File: config.mk
export PLATFORM = sky130hd
export DESIGN_NAME = mfsk_mod
export DESIGN_NICKNAME = d
export VERILOG_FILES = /design/src/rtl/mfsk_pkg.sv /design/src/rtl/mfsk_nco.sv /design/src/rtl/mfsk_mod.sv
export SDC_FILE = /design/constraint.sdc
export NUM_CORES = 1
export LEC_CHECK = 0
export CORE_MARGIN = 3
export CORE_UTILIZATION = 50
export CTS_BUF_LIST = sky130_fd_sc_hd__clkbuf_16
export CTS_CLUSTER_DIAMETER = 120
export DETAILED_ROUTE_END_ITERATION = 8
export GPL_TIMING_DRIVEN = 0
export PLACE_DENSITY = 0.71
export SLEW_MARGIN = 20
export SYNTH_ARGS = -nofsm -noshare
export SYNTH_HDL_FRONTEND = slang
export SYNTH_SLANG_ARGS = --single-unit
File: constraint.sdc
create_clock -name clk -period 1.9 [get_ports clk]
set_clock_uncertainty 0.05 [all_clocks]
set_input_delay 0.285 -clock clk [delete_from_list [all_inputs] [get_ports clk]]
set_output_delay 0.285 -clock clk [all_outputs]
set_load 0.03 [all_outputs]
File: src/rtl/mfsk_pkg.sv
// rtl/mfsk_pkg.sv - shared types, default configuration and tone helpers for mfsk_mod
package mfsk_pkg;

    localparam int unsigned DEF_ACC_W   = 8;
    localparam int unsigned DEF_BPS     = 1;
    localparam int unsigned DEF_SYM_DIV = 16;
    localparam int unsigned DEF_F0_INC  = 16;
    localparam int unsigned DEF_F_STEP  = 16;
    localparam int unsigned M           = 1 << DEF_BPS;

    typedef enum logic {
        IDLE = 1'b0,
        RUN  = 1'b1
    } state_t;

    function automatic int unsigned tone_inc(input int unsigned sym,
                                             input int unsigned f0,
                                             input int unsigned step);
        return f0 + sym * step;
    endfunction

    // Highest tone must stay below half the accumulator range so the square wave never aliases.
    function automatic bit params_ok(input int unsigned acc_w,
                                     input int unsigned bps,
                                     input int unsigned sym_div,
                                     input int unsigned f0,
                                     input int unsigned step);
        if (acc_w < 2 || acc_w > 30 || bps < 1 || bps > 8) return 1'b0;
        if (sym_div < 2 || (sym_div % 2) != 0) return 1'b0;
        return (f0 + ((1 << bps) - 1) * step) < (1 << (acc_w - 1));
    endfunction

endpackage

File: src/rtl/mfsk_nco.sv
// rtl/mfsk_nco.sv - phase accumulator with tone load and registered MSB output (MFSK_CONT_PHASE_EN selects continuous phase)
module mfsk_nco #(
    parameter int unsigned ACC_W = 8
) (
    input  logic             clk,
    input  logic             rst_n,
    input  logic             load,
    input  logic             advance,
    input  logic             clear,
    input  logic [ACC_W-1:0] tone,
    output logic             shuchu
);

    logic [ACC_W-1:0] acc;
    logic [ACC_W-1:0] inc;
    logic [ACC_W-1:0] base;
    logic [ACC_W-1:0] acc_load;
    logic [ACC_W-1:0] acc_step;

`ifdef MFSK_CONT_PHASE_EN
    assign base = acc;
`else
    assign base = '0;
`endif

    assign acc_load = base + tone;
    assign acc_step = acc + inc;

    always_ff @(posedge clk or negedge rst_n) begin
        if (!rst_n) begin
            acc    <= '0;
            inc    <= '0;
            shuchu <= 1'b0;
        end else if (load) begin
            inc    <= tone;
            acc    <= acc_load;
            shuchu <= acc_load[ACC_W-1];
        end else if (clear) begin
            acc    <= '0;
            shuchu <= 1'b0;
        end else if (advance) begin
            acc    <= acc_step;
            shuchu <= acc_step[ACC_W-1];
        end
    end

endmodule

File: src/rtl/mfsk_mod.sv
// rtl/mfsk_mod.sv - M-ary FSK modulator top: symbol handshake, symbol timing FSM, NCO (MFSK_CONT_PHASE_EN enables CPFSK)
module mfsk_mod
    import mfsk_pkg::*;
#(
    parameter int unsigned ACC_W   = DEF_ACC_W,
    parameter int unsigned BPS     = DEF_BPS,
    parameter int unsigned SYM_DIV = DEF_SYM_DIV,
    parameter int unsigned F0_INC  = DEF_F0_INC,
    parameter int unsigned F_STEP  = DEF_F_STEP
) (
    input  logic           clk,
    input  logic           rst_n,
    input  logic           enable,
    input  logic [BPS-1:0] sym_data,
    input  logic           sym_valid,
    output logic           sym_ready,
    output logic           shuchu,
    output logic           clk1,
    output logic           busy,
    output logic           underrun
);

    localparam int unsigned CNT_W = (SYM_DIV > 2) ? $clog2(SYM_DIV) : 1;
    localparam logic [CNT_W-1:0] CNT_LAST = CNT_W'(SYM_DIV - 1);
    localparam logic [CNT_W-1:0] CNT_HALF = CNT_W'(SYM_DIV / 2);

    if (!params_ok(ACC_W, BPS, SYM_DIV, F0_INC, F_STEP)) begin : g_param_check
        $error("mfsk_mod: illegal parameter set");
    end

    state_t           state;
    state_t           state_next;
    logic [CNT_W-1:0] cnt;
    logic             hold_valid;
    logic [BPS-1:0]   hold_sym;
    logic             load;
    logic             advance;
    logic             clear;
    logic [ACC_W-1:0] tone;

    assign sym_ready = !hold_valid;
    assign tone      = ACC_W'(tone_inc(32'(hold_sym), F0_INC, F_STEP));

    // The holding register can refill during the symbol that just drained it.
    always_ff @(posedge clk or negedge rst_n) begin
        if (!rst_n) begin
            state      <= IDLE;
            cnt        <= '0;
            hold_valid <= 1'b0;
            hold_sym   <= '0;
        end else begin
            state <= state_next;
            if (sym_valid && sym_ready) begin
                hold_valid <= 1'b1;
                hold_sym   <= sym_data;
            end else if (load) begin
                hold_valid <= 1'b0;
            end
            if (load || clear) begin
                cnt <= '0;
            end else if (state == RUN) begin
                cnt <= cnt + 1'b1;
            end
        end
    end

    always_comb begin
        state_next = state;
        load       = 1'b0;
        advance    = 1'b0;
        clear      = 1'b0;
        busy       = 1'b0;
        clk1       = 1'b0;
        underrun   = 1'b0;
        case (state)
            IDLE: begin
                if (enable && hold_valid) begin
                    load       = 1'b1;
                    state_next = RUN;
                end
            end
            RUN: begin
                busy = 1'b1;
                clk1 = (cnt < CNT_HALF);
                if (cnt == CNT_LAST) begin
                    if (enable && hold_valid) begin
                        load = 1'b1;
                    end else begin
                        clear      = 1'b1;
                        underrun   = enable;
                        state_next = IDLE;
                    end
                end else begin
                    advance = 1'b1;
                end
            end
            default: state_next = IDLE;
        endcase
    end

    mfsk_nco #(
        .ACC_W(ACC_W)
    ) u_nco (
        .clk    (clk),
        .rst_n  (rst_n),
        .load   (load),
        .advance(advance),
        .clear  (clear),
        .tone   (tone),
        .shuchu (shuchu)
    );

endmodule

==> run summary, run 1 <==
Post-DRT Antenna Nets - 0
CTS Hold Buffers Added - 0
Routability congestion estimate - 0.7492
Critical path peak fanout - 9
Power share of the clock group - 23.9%
DR iter-0 viols - 19
Yosys cell types - 26
CP endpoint kind - output pin
DRT Pass-1 Iters - 4
Total Routed Length - 1220 um
R2R Path Start - u_nco.inc[4]$_DFFE_PN0P_
Power density over the cells - 1905 mW/mm2
Sinks on the clock net - 13
Crit path cell chain - ha_2 -> nand3_4 -> nor3_1 -> buf_4
Commonest non-fill, non-tap cell in the layout - dfrtp_1
Design Power - 0.001637 W
Mapped Nets - 70
Period utilization - 94.46%
Top_reg_cell synth - dfrtp_1
Layout cells sized above 1 - 18.92%
Static leakage - 0.3912 nW
Ant. Diodes - 0
Synth Area per Inst - 11.10 um2
Placed inst area - 784.5 um2
Vias in the first global route - 506
Final Max Slew Viols - 0
RSZ-0062 raised after global routing - false
Clock Latency Late Sink - 0.24 ns
Synth Cell Area - 676.9 um2
Initial antenna violation count - 0
CORE AREA - 0.001186 mm2
Routed via count - 492
Register area - 325.3 um2
MaxCap Viol Count - 0
Worst r2r dst - u_nco.acc[5]$_DFFE_PN0P_
Initial Util - 57.07%
CP Data Required Time - 1.56 ns
Peak supply drop - 932.3 uV
Final TNS setup - 0 ns
Critical-path cell with the highest stage delay - dfrtp_1
Hold_ws - 0.3729 ns
CTS tree - done
Drt wl/cell - 13.86 um
Worst path max stage delay - 0.41 ns
Combinational share of power - 41.9%
Final core occ - 72.47%
First-pass GRT wire length - 2270 um
Detail-routed via count per cell - 5.591
Chip Height - 42.80 um
P_sw - 0.0005872 W
H-tree levels - 1
Arr. time, crit path - 1.46 ns
CTS buffer count - 3
Synth-to-layout area growth - 26.99%
Design area - 859.6 um2
CP startpoint kind - flop
Status - completed
Hpwl dp - 859.4 um
CTS root buf - clkbuf_16
FFs w/ async S/R, synth - 100.0%
Synthesized netlist cell count - 61
Pint - 0.001050 W
Pin count of the biggest net entering global routing - 14
Part of the power in registers - 34.2%
#FFs+latches synth - 13
Worst R2R Setup Slack - 0.25 ns
Clock Tree Buf Depth - 2
Relative slew slack - 60.53%
Most frequent cells in the layout - dfrtp_1 (13), nand2_1 (10), clkdlybuf4s50_1 (7), inv_1 (4), a21oi_1 (4)
Nets@finish - 84
Warnings from Yosys - 0
GRT overflow - 0
Io pins - 10
Multi-input combinational cell area - 331.6 um2
Critical path type - reg -> out
DRC errors left - 0
CTS clk-pin slew, worst paths - 0.05 ns
Worst-margin pin slew - 0.5902 ns
Period minus WS final - 1.795 ns
Placement Rows - 12
Seq/Total Area, Yosys - 48.06%
Worst Reg-to-Reg Cells - 4
Sw frac - 35.87%
Die area - 0.001831 mm2
Die width - 42.80 um
Port bufs - 9
Number of enable flip-flop cells after synthesis - 0
All-Layer GR Usage - 16.53%
Filler Cells Inserted - 84
Fmax - 557.2 MHz
Final Hold Fails - 0
Final setup viols - 0
Hold Crit Class - in -> async
kinds of logic (layout without fill, tap and decap cells):
family	Yosys count	count (layout)	synth area share, %
muxes	2	2	4.436
buffers and inverters	5	18	3.327
adders and majority gates	4	4	8.503
DFF	13	13	48.06
xor gates and xnor gates	1	1	1.294
and+or+nand+nor	20	20	16.27
AOI/OAI and AO/OA	16	16	18.12
per-layer routing:
metal	global-route usage [%]	up-vias	part of all wire, %	routed length (um)
met5	0	-	0	0
met4	5.590	0	1.5	18
met3	3.814	4	4.2	51
met2	22.16	11	39	473
met1	25.53	225	55	676
li1	-	252	-	-
power groups by stage:
stage	combinational (W)	sequential (W)	clock (W)
2_1_floorplan	0.000503	0.000555	0
3_3_place_gp	0.000666	0.000553	0
3_5_place_dp	0.000690	0.000556	0
4_1_cts	0.000695	0.000560	0.000398
5_1_grt	0.000773	0.000586	0.000410
6_report	0.000686	0.000560	0.000391
what timing repair did:
item | CTS | global route
setup buffers | 0 | 0
gates resized for setup | 6 | 5
endpoints found under the setup margin | 2 | 2
state kept, by name, summed over array words and instances (netlist names):
name	cells
state	1
cnt	4
u_nco.acc	4
hold_sym	1
u_nco.inc	2
hold_valid	1
synth_stat cells, drive strengths merged, types with 2 or more instances:
master	instances	area (um2)
nand2	10	37.54
a21oi	5	36.29
ha	3	37.54
nor2b	2	12.51
o21ai	2	10.01
nor2	2	7.510
a221o	2	20.02
dfrtp	13	325.3
and3	2	12.51
inv	4	15.01
mux2	2	30.03
how the worst max path moves through the flow:
stage,start,slack [ns],endpoint
after floorplan,state$_DFF_PN0_,0.05,underrun
after global placement,cnt[0]$_DFFE_PN0P_,-0.15,underrun
after detailed placement,cnt[0]$_DFFE_PN0P_,-0.14,underrun
after CTS,cnt[0]$_DFFE_PN0P_,-0.02,underrun
after global routing,cnt[0]$_DFFE_PN0P_,0.01,underrun
final,cnt[0]$_DFFE_PN0P_,0.11,underrun
through the flow:
stage	std cells	setup slack, ns
after floorplan	61	0.04996
after global placement	84	-0.1512
after detailed placement	84	-0.1411
after CTS	88	-0.02087
after global routing	88	0.01016
final	88	0.1053
worst max-delay path, delay by kind of cell, from the launching register on:
kind	cells	cell delay, ns
flip-flops	1	0.41
AND/OR/NAND/NOR	2	0.36
adder cells (fa/ha/maj)	1	0.26
buffers and inverters	1	0.19
cell type report:
class / instances / area share, %
multi-input cells: 43 / 38.57
clock buffers: 3 / 8.734
well taps: 14 / 2.038
inverters: 4 / 1.747
flip-flops and latches: 13 / 37.85
plain buffers: 1 / 0.8734
repair buffers: 9 / 9.607
clock inverters: 1 / 0.5822
Note: power is estimated with default switching activity, not from simulation.
==> run 2, diff against run 1 <==
--- a/config.mk
+++ b/config.mk
@@ -8,10 +8,11 @@
 export CORE_MARGIN = 3
 export CORE_UTILIZATION = 50
 export CTS_BUF_LIST = sky130_fd_sc_hd__clkbuf_16
-export CTS_CLUSTER_DIAMETER = 120
+export CTS_CLUSTER_DIAMETER = 50
 export DETAILED_ROUTE_END_ITERATION = 8
 export GPL_TIMING_DRIVEN = 0
 export PLACE_DENSITY = 0.71
+export SKIP_CTS_REPAIR_TIMING = 1
 export SLEW_MARGIN = 20
 export SYNTH_ARGS = -nofsm -noshare
 export SYNTH_HDL_FRONTEND = slang
==> run 2 against run 1 <==
Compared with the run above: power grew 0.55%; sequential share of layout area decreased by 0.33 points; via count unchanged; die area stayed put; sequential power is essentially flat; largest cell class unchanged; clock power about the same; critical path depth did not move; maximum frequency about the same; global-route usage stayed put.
==> run summary, run 2 (same netlist as run 1, synthesis figures left out) <==
CTS buffer count - 3 (unchanged)
CP Data Required Time - 1.56 ns (about the same)
Worst-margin pin slew - 0.5902 ns (unchanged)
CORE AREA - 0.001186 mm2 (unchanged)
CTS root buf - clkbuf_16
Hold_ws - 0.3729 ns (unchanged)
Status - completed
CTS clk-pin slew, worst paths - 0.05 ns (about the same)
Final core occ - 73.10% (+0.63 points)
Nets@finish - 84 (unchanged)
DRC errors left - 0 (unchanged)
All-Layer GR Usage - 16.53% (unchanged)
Detail-routed via count per cell - 5.591 (unchanged)
Post-DRT Antenna Nets - 0 (unchanged)
Worst R2R Setup Slack - 0.25 ns (about the same)
Crit path buffers/inverters - 1 (unchanged)
Crit path launch - cnt[0]$_DFFE_PN0P_
Final Max Slew Viols - 0 (unchanged)
CP endpoint kind - output pin
First-pass GRT wire length - 2270 um (unchanged)
Power density over the cells - 1898 mW/mm2 (-0.32%)
Critical path type - reg -> out
Largest regs - cnt (4), u_nco.acc (4), u_nco.inc (2)
R2R Path Start - u_nco.inc[4]$_DFFE_PN0P_
Worst r2r dst - u_nco.acc[5]$_DFFE_PN0P_
Period utilization - 94.50% (about the same)
Port bufs - 9 (unchanged)
Worst path max stage delay - 0.41 ns (about the same)
Io pins - 10 (unchanged)
Layout cells sized above 1 - 17.57% (-1.4 points)
DR iter-0 viols - 17 (-2)
Fmax - 557.0 MHz (about the same)
Die area - 0.001831 mm2 (unchanged)
Peak supply drop - 934.7 uV (+0.26%)
Relative slew slack - 60.53% (unchanged)
Arr. time, crit path - 1.46 ns (about the same)
Die width - 42.80 um (unchanged)
RSZ-0062 raised after global routing - false
Total Routed Length - 1221 um (about the same)
Pin count of the biggest net entering global routing - 14 (unchanged)
Most frequent cells in the layout - dfrtp_1 (13), nand2_1 (10), clkdlybuf4s50_1 (7), inv_1 (4), a21oi_1 (4)
Critical path peak fanout - 9 (unchanged)
Clock Tree Buf Depth - 2 (unchanged)
Final setup viols - 0 (unchanged)
Synth-to-layout area growth - 28.10%
H-tree levels - 1 (unchanged)
CTS tree - done
Hold Crit Class - in -> async
CP delay by family, top - flip-flops
Vias in the first global route - 506 (unchanged)
Chip Height - 42.80 um (unchanged)
Drt wl/cell - 13.88 um (about the same)
Commonest non-fill, non-tap cell in the layout - dfrtp_1
Crit path cell chain - ha_2 -> nand3_4 -> nor3_1 -> buf_4
Period minus WS final - 1.795 ns (+0.0007130 ns)
Final Hold Fails - 0 (unchanged)
Static leakage - 0.3970 nW (+1.5%)
Routed via count - 492 (unchanged)
Worst Reg-to-Reg Cells - 4 (unchanged)
Placement Rows - 12 (unchanged)
Critical-path cell with the highest stage delay - dfrtp_1
Sinks on the clock net - 13 (unchanged)
CP startpoint kind - flop
GRT overflow - 0 (unchanged)
Routability congestion estimate - 0.7492 (unchanged)
Initial Util - 57.07% (unchanged)
MaxCap Viol Count - 0 (unchanged)
Ant. Diodes - 0 (unchanged)
DRT Pass-1 Iters - 4 (unchanged)
Initial antenna violation count - 0 (unchanged)
Hpwl dp - 859.4 um (unchanged)
Clock Latency Late Sink - 0.24 ns (about the same)
[run 2: how the worst max path moves through the flow]
stage | end | slack, ns | depth (start not counted)
after floorplan | underrun | 0.05 | 3
after global placement | underrun | -0.15 | 4
after detailed placement | underrun | -0.14 | 4
after CTS | underrun | -0.44 | 4
after global routing | underrun | 0.01 | 4
final | underrun | 0.10 | 4
[run 2: cell type report]
| class | count | area, um2 |
|---|---|---|
| Timing Repair Buffer | 9 | 90.09 |
| Buffer | 1 | 7.507 |
| Multi-Input combinational cell | 43 | 331.6 |
| Clock inverter | 1 | 5.005 |
| Fill cell | 83 | 319.1 |
| Inverter | 4 | 15.01 |
| Sequential cell | 13 | 325.3 |
| Clock buffer | 3 | 75.07 |
| Tap cell | 14 | 17.52 |
[run 2: per-layer routing]
layer,track usage [%],share of wire [%],vias up
li1,-,-,252
met1,25.53,55,225
met2,22.16,39,11
met3,3.814,4.2,4
met4,5.590,1.5,0
met5,0,0,-
[run 2: report_power, final]
part	switching [W]	internal (W)	total [W]
sequential	0.000144	0.000416	0.000560
combinational	0.000331	0.000364	0.000695
clock	0.000111	0.000279	0.000391
[run 2: stage by stage]
stage	TNS [ns]	power [W]	worst slack, ns	area (um2)	cells
2_1_floorplan	0	0.001058	0.04996	676.9	61
3_3_place_gp	-0.1512	0.001219	-0.1512	784.5	84
3_5_place_dp	-0.1411	0.001247	-0.1411	784.5	84
4_1_cts	-0.6849	0.001657	-0.4444	864.6	88
5_1_grt	0	0.001779	0.01016	867.1	88
6_report	0	0.001646	0.1046	867.1	88
==> run 3, diff against run 2 <==
--- a/config.mk
+++ b/config.mk
@@ -5,7 +5,7 @@
 export SDC_FILE = /design/constraint.sdc
 export NUM_CORES = 1
 export LEC_CHECK = 0
-export CORE_MARGIN = 3
+export CORE_MARGIN = 1.5
 export CORE_UTILIZATION = 50
 export CTS_BUF_LIST = sky130_fd_sc_hd__clkbuf_16
 export CTS_CLUSTER_DIAMETER = 50
==> run 3 against run 2 <==
Compared with the run above: via count up 4.3%; first-iteration DRC count unchanged; combinational power up 2%; core utilization shrank 5.8 points; cell count up 1.1%; non-clock buffer count unchanged; critical path type unchanged; highest routed layer unchanged.
==> run summary, run 3 (same netlist as run 1, synthesis figures left out) <==
Period minus WS final - 1.791 ns (-0.004179 ns)
Part of the power in registers - 33.5% (-0.5 points)
CP endpoint kind - output pin
Sw frac - 36.09% (+0.44 points)
Final setup viols - 0 (unchanged)
CP delay by family, top - flip-flops
Worst r2r dst - u_nco.acc[5]$_DFFE_PN0P_
Power density over the cells - 1907 mW/mm2 (+0.47%)
Detail-routed via count per cell - 5.764 (+3.1%)
MaxCap Viol Count - 0 (unchanged)
Vias in the first global route - 446 (-12%)
CTS root buf - clkbuf_16
Arr. time, crit path - 1.46 ns (about the same)
Commonest non-fill, non-tap cell in the layout - dfrtp_1
Largest regs - cnt (4), u_nco.acc (4), u_nco.inc (2)
Design Power - 0.001649 W (+0.18%)
Crit path launch - cnt[0]$_DFFE_PN0P_
Sinks on the clock net - 13 (unchanged)
Synth-to-layout area growth - 27.73%
Routed via count - 513 (+4.3%)
Worst-margin pin slew - 0.5962 ns (+0.006014 ns)
P_sw - 0.0005951 W (+1.4%)
Status - completed
Peak supply drop - 1187 uV (+27%)
Hpwl dp - 901 um (+4.8%)
Placed inst area - 785.8 um2 (+0.16%)
CTS buffer count - 3 (unchanged)
Critical path type - reg -> out
Die area - 0.001584 mm2 (-14%)
Io pins - 10 (unchanged)
Filler Cells Inserted - 100 (+20%)
Worst path max stage delay - 0.41 ns (about the same)
R2R Path Start - u_nco.inc[4]$_DFFE_PN0P_
Placement Rows - 13 (+1)
Power share of the clock group - 23.5% (-0.2 points)
DRT Pass-1 Iters - 4 (unchanged)
Post-DRT Antenna Nets - 0 (unchanged)
Layout cells sized above 1 - 16.22% (-1.4 points)
Critical-path cell with the highest stage delay - dfrtp_1
Initial antenna violation count - 0 (unchanged)
Post-route insts no fill - 89 (+1.1%)
DRC errors left - 0 (unchanged)
Hold Crit Class - in -> async
GRT overflow - 0 (unchanged)
Port bufs - 9 (unchanged)
Nets@finish - 84 (unchanged)
First-pass GRT wire length - 2076 um (-8.5%)
H-tree levels - 1 (unchanged)
CORE AREA - 0.001285 mm2 (+8.3%)
Worst Reg-to-Reg Cells - 4 (unchanged)
CTS clk-pin slew, worst paths - 0.04 ns (about the same)
All-Layer GR Usage - 21.48% (+4.9 points)
Chip Height - 39.80 um (-7.0%)
Combinational share of power - 43.0% (+0.8 points)
Crit path buffers/inverters - 1 (unchanged)
Clock Latency Late Sink - 0.24 ns (about the same)
Die width - 39.80 um (-7.0%)
Final Hold Fails - 0 (unchanged)
Clock Tree Buf Depth - 2 (unchanged)
Static leakage - 0.3985 nW (+0.39%)
CTS tree - done
CP Data Required Time - 1.56 ns (about the same)
Pint - 0.001054 W (-0.50%)
Fmax - 558.3 MHz (+0.23%)
Period utilization - 94.28% (-0.22 points)
Worst R2R Setup Slack - 0.26 ns (about the same)
Ant. Diodes - 0 (unchanged)
Placed insts - 85 (+1.2%)
Design area - 864.6 um2 (-0.29%)
CP startpoint kind - flop
Relative slew slack - 60.13% (-0.40 points)
Initial Util - 52.68% (-4.4 points)
Total Routed Length - 1350 um (+11%)
Drt wl/cell - 15.17 um (+9.3%)
DR iter-0 viols - 17 (unchanged)
Most frequent cells in the layout - dfrtp_1 (13), nand2_1 (10), clkdlybuf4s50_1 (7), inv_1 (5), a21oi_1 (4)
RSZ-0062 raised after global routing - false
Critical path peak fanout - 9 (unchanged)
Routability congestion estimate - 0.6738 (-10%)
Pin count of the biggest net entering global routing - 14 (unchanged)
Final Max Slew Viols - 0 (unchanged)
Crit path cell chain - ha_2 -> nand3_4 -> nor3_1 -> buf_2
[run 3: layout make-up]
class,count,area (um2),share of cell area (%)
Buffer,1,7.507,0.8683
Clock buffer,3,75.07,8.683
Clock inverter,1,3.754,0.4342
Inverter,4,15.01,1.737
Multi-Input combinational cell,43,331.6,38.35
Sequential cell,13,325.3,37.63
Tap cell,15,18.77,2.171
Timing Repair Buffer,9,87.58,10.13
[run 3: layer usage]
layer / wire [um] / part of all wire (%) / global-route usage (%) / up-vias
met3: 59 / 4.4 / 5.114 / 7
met2: 643 / 48 / 30.33 / 15
met4: 53 / 3.9 / 15.52 / 0
met5: 0 / 0 / 0 / -
li1: - / - / - / 247
met1: 593 / 44 / 28.01 / 244
[run 3: worst reg2reg max path, stage by stage (launching register included)]
cell and delay, ns:
dfrtp_1 0.38, ha_1 0.22, fa_1 0.43, and3_1 0.17, a221o_1 0.26
[run 3: per-stage QoR]
stage               TNS [ns]  hold WS [ns]  setup WS, ns  util (%)
CTS                  -0.6727        0.3959       -0.4256     67.28
floorplan                  0      -0.06059       0.04996         -
detailed placement   -0.1571        0.4575       -0.1571     61.15
global route               0        0.4467       0.01277     67.28
global placement     -0.1487        0.4525       -0.1487     61.15
finish                     0        0.3758        0.1087     67.28
[run 3: power groups by stage]
stage                     Sequential, W  Combinational (W)  Clock [W]
final                          0.000553           0.000709   0.000387
after global routing           0.000577           0.000787   0.000410
after CTS                      0.000554           0.000715   0.000393
after detailed placement       0.000553           0.000698          0
after global placement         0.000548           0.000668          0
after floorplan                0.000555           0.000503          0
[run 3: worst max-delay path by stage]
stage / end / slack (ns) / depth (start not counted)
6_report: underrun / 0.11 / 4
5_1_grt: underrun / 0.01 / 4
4_1_cts: underrun / -0.43 / 4
3_5_place_dp: underrun / -0.16 / 4
3_3_place_gp: underrun / -0.15 / 4
2_1_floorplan: underrun / 0.05 / 3
